<file path="config.mk">
export PLATFORM = sky130hd
export DESIGN_NAME = regfile_write_arbiter
export DESIGN_NICKNAME = d
export VERILOG_FILES = /design/src/rtl/regfile_pkg.sv /design/src/rtl/pending_scoreboard.sv /design/src/rtl/regfile_write_arbiter.sv
export SDC_FILE = /design/constraint.sdc
export NUM_CORES = 1
export LEC_CHECK = 0
export CORE_MARGIN = 3
export CORE_UTILIZATION = 50
export DETAILED_ROUTE_END_ITERATION = 10
export PLACE_DENSITY = 0.92
export SLEW_MARGIN = 30
export SYNTH_ARGS = -nofsm -noshare
export SYNTH_HDL_FRONTEND = slang
export SYNTH_HIERARCHICAL = 1
export SYNTH_SLANG_ARGS = --single-unit
</file>
<file path="constraint.sdc">
create_clock -name clk_i -period 2.9 [get_ports clk_i]
set_input_delay 0.58 -clock clk_i [delete_from_list [all_inputs] [get_ports clk_i]]
set_output_delay 0.58 -clock clk_i [all_outputs]
set_load 0.1 [all_outputs]
</file>
<file path="src/rtl/regfile_pkg.sv">
// Shared widths and the write-request record for the register-file write path.
package regfile_pkg;

    localparam int DATA_W   = 32;
    localparam int ADDR_W   = 5;
    localparam int NUM_REGS = 1 << ADDR_W;

    localparam logic [ADDR_W-1:0] ZERO_REG = 5'd0;

    typedef struct packed {
        logic              we;
        logic [ADDR_W-1:0] addr;
        logic [DATA_W-1:0] data;
    } wr_req_t;

endpackage

</file>
<file path="src/rtl/pending_scoreboard.sv">
// Pending-destination bit vector: one bit per register, r0 never pending.
// A set and a clear of the same register in one cycle leave the bit set.
module pending_scoreboard
    import regfile_pkg::*;
(
    input  logic              clk_i,
    input  logic              rst_n_i,
    input  logic              set_i,
    input  logic [ADDR_W-1:0] set_addr_i,
    input  logic              clr_i,
    input  logic [ADDR_W-1:0] clr_addr_i,
    input  logic [ADDR_W-1:0] rd_a_addr_i,
    input  logic [ADDR_W-1:0] rd_b_addr_i,
    input  logic [ADDR_W-1:0] rd_c_addr_i,
    output logic              pend_a_o,
    output logic              pend_b_o,
    output logic              pend_c_o
);

    logic [NUM_REGS-1:0] pending_q;
    logic [NUM_REGS-1:0] pending_d;

    // Clear is applied before set so that the set wins on a collision.
    always_comb begin
        pending_d = pending_q;
        if (clr_i) begin
            pending_d[clr_addr_i] = 1'b0;
        end
        if (set_i) begin
            pending_d[set_addr_i] = 1'b1;
        end
        pending_d[0] = 1'b0;
    end

    always_ff @(posedge clk_i or negedge rst_n_i) begin
        if (!rst_n_i) begin
            pending_q <= '0;
        end else begin
            pending_q <= pending_d;
        end
    end

    assign pend_a_o = pending_q[rd_a_addr_i];
    assign pend_b_o = pending_q[rd_b_addr_i];
    assign pend_c_o = pending_q[rd_c_addr_i];

endmodule

</file>
<file path="src/rtl/regfile_write_arbiter.sv">
// Merges MEM/WB writeback (priority) and long-latency results onto the register-file
// write port, with hazard/starvation stall. ARB_STATS_EN adds activity counters.
module regfile_write_arbiter
    import regfile_pkg::*;
#(
    parameter int STARVE_LIMIT = 4
) (
    input  logic              clk_i,
    input  logic              rst_n_i,
    input  logic              pipe_we_i,
    input  logic [ADDR_W-1:0] pipe_addr_i,
    input  logic [DATA_W-1:0] pipe_data_i,
    input  logic              lu_valid_i,
    input  logic [ADDR_W-1:0] lu_addr_i,
    input  logic [DATA_W-1:0] lu_data_i,
    output logic              lu_ready_o,
    input  logic              issue_i,
    input  logic [ADDR_W-1:0] issue_addr_i,
    input  logic [ADDR_W-1:0] rs_addr_i,
    input  logic [ADDR_W-1:0] rt_addr_i,
    input  logic [ADDR_W-1:0] rd_addr_i,
    output logic              stall_o,
    output logic              RegWrite_o,
    output logic [ADDR_W-1:0] RDaddr_o,
    output logic [DATA_W-1:0] RDdata_o
`ifdef ARB_STATS_EN
    ,
    output logic [15:0]       stat_pipe_wr_o,
    output logic [15:0]       stat_lu_wr_o,
    output logic [15:0]       stat_stall_o
`endif
);

    localparam int               CNT_W = $clog2(STARVE_LIMIT + 1);
    localparam logic [CNT_W-1:0] LIMIT = CNT_W'(STARVE_LIMIT);

    logic              hold_v_q, hold_v_d;
    logic [ADDR_W-1:0] hold_addr_q, hold_addr_d;
    logic [DATA_W-1:0] hold_data_q, hold_data_d;
    logic [CNT_W-1:0]  starve_q, starve_d;
    wr_req_t           out_q, out_d;

    logic pipe_eff;
    logic drain;
    logic lu_wr;
    logic sb_set;
    logic pend_rs, pend_rt, pend_rd;

    assign pipe_eff   = pipe_we_i && (pipe_addr_i != ZERO_REG);
    assign drain      = !pipe_eff && hold_v_q;
    assign lu_wr      = drain && (hold_addr_q != ZERO_REG);
    assign sb_set     = issue_i && (issue_addr_i != ZERO_REG);
    assign lu_ready_o = !hold_v_q;

    pending_scoreboard u_scoreboard (
        .clk_i       (clk_i),
        .rst_n_i     (rst_n_i),
        .set_i       (sb_set),
        .set_addr_i  (issue_addr_i),
        .clr_i       (drain),
        .clr_addr_i  (hold_addr_q),
        .rd_a_addr_i (rs_addr_i),
        .rd_b_addr_i (rt_addr_i),
        .rd_c_addr_i (rd_addr_i),
        .pend_a_o    (pend_rs),
        .pend_b_o    (pend_rt),
        .pend_c_o    (pend_rd)
    );

    assign stall_o = pend_rs || pend_rt || pend_rd || (starve_q >= LIMIT);

    // Address and data hold their last value whenever no effective write is issued.
    always_comb begin
        hold_v_d    = hold_v_q;
        hold_addr_d = hold_addr_q;
        hold_data_d = hold_data_q;
        starve_d    = starve_q;
        out_d       = out_q;
        out_d.we    = 1'b0;

        if (pipe_eff) begin
            out_d.we   = 1'b1;
            out_d.addr = pipe_addr_i;
            out_d.data = pipe_data_i;
            if (hold_v_q && (starve_q < LIMIT)) begin
                starve_d = starve_q + 1'b1;
            end
        end else if (hold_v_q) begin
            if (lu_wr) begin
                out_d.we   = 1'b1;
                out_d.addr = hold_addr_q;
                out_d.data = hold_data_q;
            end
            hold_v_d = 1'b0;
            starve_d = '0;
        end

        if (lu_valid_i && !hold_v_q) begin
            hold_v_d    = 1'b1;
            hold_addr_d = lu_addr_i;
            hold_data_d = lu_data_i;
        end

        if (!hold_v_q) begin
            starve_d = '0;
        end
    end

    always_ff @(posedge clk_i or negedge rst_n_i) begin
        if (!rst_n_i) begin
            hold_v_q    <= 1'b0;
            hold_addr_q <= '0;
            hold_data_q <= '0;
            starve_q    <= '0;
            out_q       <= '0;
        end else begin
            hold_v_q    <= hold_v_d;
            hold_addr_q <= hold_addr_d;
            hold_data_q <= hold_data_d;
            starve_q    <= starve_d;
            out_q       <= out_d;
        end
    end

    assign RegWrite_o = out_q.we;
    assign RDaddr_o   = out_q.addr;
    assign RDdata_o   = out_q.data;

`ifdef ARB_STATS_EN
    logic [15:0] stat_pipe_q, stat_lu_q, stat_stall_q;

    always_ff @(posedge clk_i or negedge rst_n_i) begin
        if (!rst_n_i) begin
            stat_pipe_q  <= '0;
            stat_lu_q    <= '0;
            stat_stall_q <= '0;
        end else begin
            if (pipe_eff) stat_pipe_q  <= stat_pipe_q + 16'd1;
            if (lu_wr)    stat_lu_q    <= stat_lu_q + 16'd1;
            if (stall_o)  stat_stall_q <= stat_stall_q + 16'd1;
        end
    end

    assign stat_pipe_wr_o = stat_pipe_q;
    assign stat_lu_wr_o   = stat_lu_q;
    assign stat_stall_o   = stat_stall_q;
`endif

endmodule

</file>
Yosys cells after proc, flatten, opt, wreduce, memory -nomap -nowiden:

Cells that the tools add are included.

* bits in registers: 110

* bitwise logic cells: 3
* multiplexer cells: 20
* magnitude comparators: 9
* reductions and logical operators: 19
* $add $sub $neg: 1
* equal/unequal tests: 2

Operators with widths (count)
* 38-bit two-way mux: 3
* 32-bit two-way mux: 2
* 32-bit AND: 1
* 32-bit NOT: 1
* 32-bit OR: 1
* 5-bit by 6-bit less-than comparator with 1-bit output (second input constant): 5
* 1-bit binary-select mux with 5-bit select: 3
* 5-bit nonzero test: 3
* 1-bit demux with 5-bit select: 2
* 5-bit by 1-bit greater-or-equal comparator with 1-bit output (second input constant): 2
* 3-bit two-way mux: 3
* 1-bit logical AND: 8
* 1-bit two-way mux: 7
* 2-bit nonzero test: 2
* 3-bit by 1-bit adder with 3-bit output (second input constant): 1
* 3-bit greater-or-equal comparator (second input constant): 1
* 1-bit logical OR: 3
* 3-bit less-than comparator (second input constant): 1
* 3-bit by 2-bit inequality test with 1-bit output (second input constant): 1
* 1-bit logical NOT: 2
* 2-bit by 1-bit inequality test with 1-bit output (second input constant): 1
* 2-bit AND reduction: 1

Logic depth before layout (Yosys ltp):

* depth after elaboration: 9
* depth in mapped cells: 6

Cells and area by module:

The synthesis kept the hierarchy.

Modules (own cells, without submodules)
* regfile_write_arbiter: instances 1, area an instance 3447.1 um^2, seq. area each 1976.9 um^2, cells an instance 265
* pending_scoreboard: instances 1, area an instance 2174.6 um^2, seq. area each 775.7 um^2, cells an instance 229

Worst setup path after synthesis:

OpenSTA, ideal clock, no wires.

* path type: in2out
* from: in rt_addr_i[0]
* to: out stall_o
* path slack: -109 ps
* stages: 6
* required time: 2320 ps
* buffers on the path: 1
* arrival: 2429 ps
* path through: buf_6 mux4_2 nand2b_1 o211ai_1 nand4_1 or4_1

* cells in the longest elaborated chain, start to end: 5

RTL lines
* from (decl): RTL line regfile_write_arbiter.sv:20 `input logic [ADDR_W-1:0] rt_addr_i,`
* 1-bit binary-select mux with 5-bit select: RTL line pending_scoreboard.sv:44 `assign pend_b_o = pending_q[rd_b_addr_i];`
* 1-bit two-way mux (not written as such): RTL line pending_scoreboard.sv:44
* net pend_rt: RTL line regfile_write_arbiter.sv:47 `logic pend_rs, pend_rt, pend_rd;`
* 1-bit logical OR (3 in a row): RTL line regfile_write_arbiter.sv:70 `assign stall_o = pend_rs || pend_rt || pend_rd || (starve_q >= LIMIT);`
* to (decl): RTL line regfile_write_arbiter.sv:22 `output logic stall_o,`

The timed path passes the listed nets, and every way through them passes these cells. The select of a mux whose other input is x is not followed.

Worst setup path after layout:

* from: in rd_addr_i[0]
* to: out stall_o

* cells in the longest elaborated chain, start to end: 4

RTL lines
* from (decl): RTL line regfile_write_arbiter.sv:21 `input logic [ADDR_W-1:0] rd_addr_i,`
* 1-bit binary-select mux with 5-bit select: RTL line pending_scoreboard.sv:45 `assign pend_c_o = pending_q[rd_c_addr_i];`
* 1-bit two-way mux (not written as such): RTL line pending_scoreboard.sv:45
* net pend_rd: RTL line regfile_write_arbiter.sv:47
* 1-bit logical OR (2 in a row): RTL line regfile_write_arbiter.sv:70

The timed path passes the listed nets, and every way through them passes these cells. The select of a mux whose other input is x is not followed.

==> key figures <==
GRT
  – First-pass GRT wire length: between 20000 and 30000 um
  – Largest net degree at the start of global routing: 72
  – Tot GR Track Use: 0.2485
  – Vias in the first global route: 5012
  – Grt total ovfl: 0
  – Initial antenna violation count: 0

Setup path
  – Req. time, crit path: 2.32 ns
  – Worst path cell trace: clkbuf_4 -> mux4_2 -> nand2b_4 -> o211ai_1 -> nand4_1 -> or4_4 -> buf_12
  – Crit-path max FO: 6
  – Crit-path max cell delay: 0.56 ns
  – CP top delay family: simple AND/OR/NAND/NOR gates
  – Worst EP arrival: 2.37 ns
  – CP bufs+invs: 2
  – Critical path endpoint category: output port
  – Startpoint types: input pin
  – Type of the worst setup path: in2out
  – CP max stage cell: or4_4
  – R2r setup slk: about 0.87 ns

Clock network
  – Hold-fix buffers, CTS: 0
  – Clock root cell: clkbuf_16
  – Worst-Skew Late Latency: 0.34 ns
  – CTS sink cnt: 110
  – Inserted Clock Buffers: 9
  – H-tree depth: 3
  – Clk slew on worst S/H paths: 0.08 ns
  – CTS tree: built
  – Bufs on Longest Clock Path: 2

Yosys
  – Post-synthesis async set-or-reset flop share: 1.000
  – Sequential fraction of the synthesis area: 0.4897
  – Synth top area share: 0.4897
  – Cells after Synth: between 400 and 500
  – Number of enable flip-flop cells after synthesis: 0
  – Top cells by area, synth: dfrtp_1 49%, mux2i_1 11%, mux2_2 7.4%
  – Commonest register cell after synthesis: dfrtp_1
  – Synthesis-stage register bit count: 110
  – Post-synthesis cell area: 0.005622 mm2
  – Syn_nets: 594
  – Count of cell types in the netlist: 35
  – Avg Cell Area, Syn: 11.38 um2
  – Post-synth top area cell: dfrtp_1
  – Ys Warns: 6

Status
  – Status: finished with violations
  – Failing checks: negative setup slack

STA
  – Fin Clk Skew: 0.01131 ns
  – Final period util: 1.018
  – Final setup viols: 1
  – RSZ-0062 raised after global routing: true
  – FMAX: approximately 340 MHz
  – Final worst setup slack: -0.05309 ns
  – Final-layout worst hold slack: 0.2122 ns
  – Final hold violations: 0
  – Slew at the pin closest to its max-slew limit: between 0.5 and 0.6 ns
  – Final Slew Violations: 0
  – Min Clock Period, post-route: 2.953 ns
  – Slew headroom: 0.6457

Floorplan
  – Total I/O pin count: 139
  – Die area: 0.01255 mm2
  – Die width: 112.0 um
  – Core box area: between 0.01 and 0.015 mm2
  – Die Ht: 112.0 um
  – Rows: 38
  – Initial Util: 0.5141

Power and ir drop
  – Pwr/cell area: 736.0 mW/mm2
  – Logic pwr share: 0.387
  – Clock network fraction of total power: 0.207
  – Leakage: 0.003284 uW
  – Switching Fraction: 0.4015
  – Maximum vdd drop: 0.0004603 V
  – Flop pwr share: 0.406
  – Switching power total: about 2300 uW
  – Internal cell power: between 3000 and 4000 uW

Route
  – Vias: approximately 4700
  – Vias per cell: 5.831
  – DRT Pass-1 Iters: 5
  – Detailed Route WL: around 15000 um
  – Post-DRT Antenna Nets: 0
  – Post-route DRC: 0
  – DR WL/cell: between 15 and 20 um
  – Initial DRC count: 299

Cells and area
  – Layout cells sized above 1: 0.2853
  – Number of diodes: 0
  – Area growth syn-to-layout: 36.03%
  – Final net count: 754

Placed design
  – Post-Place Worst Slack: -0.4725 ns
  – Number of port buffers: 138
  – HPWL after detailed placement: 11330 um
  – Final GP Congestion: 0.9084

Min path
  – Type of the most critical hold path: in2async

Flow run
  – Max_cap viols: 0
## layer usage
metal	GRT usage	up-vias	part of all wire
li1	-	2127	-
met1	0.3017	2308	0.38
met2	0.4233	196	0.51
met3	0.07817	28	0.094
met4	0.08333	0	0.022
met5	0	-	0
## flip-flops by register name, summed over array words and instances (netlist names)
register                flops
u_scoreboard/pending_q     31
RegWrite_o                  1
RDdata_o                   32
starve_q                    3
hold_data_q                32
hold_v_q                    1
RDaddr_o                    5
hold_addr_q                 5
## layout make-up
cell class                 instances  area, um2
clock buffer                      10      239.0
tap                              140      175.2
multi-input combinational        355       2721
inverter                           4      15.01
timing repair buffer             174       1699
fill                             775       3288
sequential                       110       2753
clock inverter                     6      45.04
## power groups by stage
stage / sequential (uW) / combinational [uW] / clock, uW
6_report: 2290 / 2180 / 1160
3_3_place_gp: 2250 / 2060 / 0
3_5_place_dp: 2290 / 2120 / 0
2_1_floorplan: 2810 / 921 / 0
4_1_cts: 2270 / 2170 / 1180
5_1_grt: 2340 / 2310 / 1240
## stage by stage
stage | total power [uW] | area (um2) | std cells | util | TNS, ns
2_1_floorplan | 3727 | 5625 | 494 | - | 0
3_3_place_gp | 4319 | 7208 | 775 | 0.6592 | -0.4421
3_5_place_dp | 4413 | 7208 | 775 | 0.6592 | -0.4725
4_1_cts | 5627 | 7635 | 799 | 0.6982 | 0
5_1_grt | 5894 | 7647 | 799 | 0.6993 | -0.09920
6_report | 5629 | 7647 | 799 | 0.6993 | -0.05309
## synthesized netlist by cell type (5+ instances only)
cell	instances
nand2_1	12
nor2_1	53
dfrtp_1	110
o21ai_0	64
nand2b_1	7
a22oi_1	7
mux2i_1	60
a21oi_1	16
nand3_1	16
buf_4	5
nand3b_1	10
a21oi_2	25
nor2b_1	7
mux4_2	6
buf_2	10
mux2_2	37
## cells in the final DEF (no fill, tap or decap), types with 3 or more instances in the layout
cell type and count:
a211oi_1 3, a21oi_1 16, a21oi_2 25, a221oi_1 3, a22oi_1 7, buf_12 8
buf_4 66, bufbuf_16 3, clkbuf_16 9, clkbuf_2 3, clkdlybuf4s50_1 86, clkinvlp_4 3
dfrtp_1 110, inv_1 4, mux2_2 37, mux2i_1 58, mux4_2 8, nand2_1 12
nand2b_1 4, nand2b_4 3, nand3_1 16, nand3b_1 10, nand4_1 3, nor2_1 53
nor2b_1 3, nor2b_2 3, o211ai_1 3, o21ai_0 64, or3b_2 4
## cells by family (layout without fill, tap and decap cells)
| kind of cell | count (synthesis) | after routing | synth area share |
|---|---|---|---|
| DFF | 110 | 110 | 0.4897 |
| and+or+nand+nor | 118 | 118 | 0.1044 |
| buffers and inverters | 29 | 194 | 0.03895 |
| muxes | 106 | 106 | 0.2190 |
| AOI/OAI and AO/OA | 129 | 129 | 0.1442 |
| xor gates and xnor gates | 1 | 1 | 0.001558 |
| adders and majority gates | 1 | 1 | 0.002225 |
## path summary, 6_finish.rpt
path | startpoint | to | depth (start not counted)
max in group asynchronous | rst_n_i | u_scoreboard/pending_q[28] | 2
min in group clk_i | hold_data_q[18] | hold_data_q[18] | 1
max reg2reg | hold_addr_q[0] | RDdata_o[0] | 5
min reg2reg | hold_data_q[18] | hold_data_q[18] | 1
max | rd_addr_i[0] | stall_o | 7
min | rst_n_i | hold_data_q[27] | 1
## timing repair
| action | in CTS | in global routing |
|---|---|---|
| endpoints found under the setup margin | 1 | 1 |
| gates resized for setup | 31 | 12 |
| pin swaps | 1 | 4 |
| cloned | 3 | 0 |
| buffers inserted | 5 | 0 |
Power figures use the tool's default switching activity.
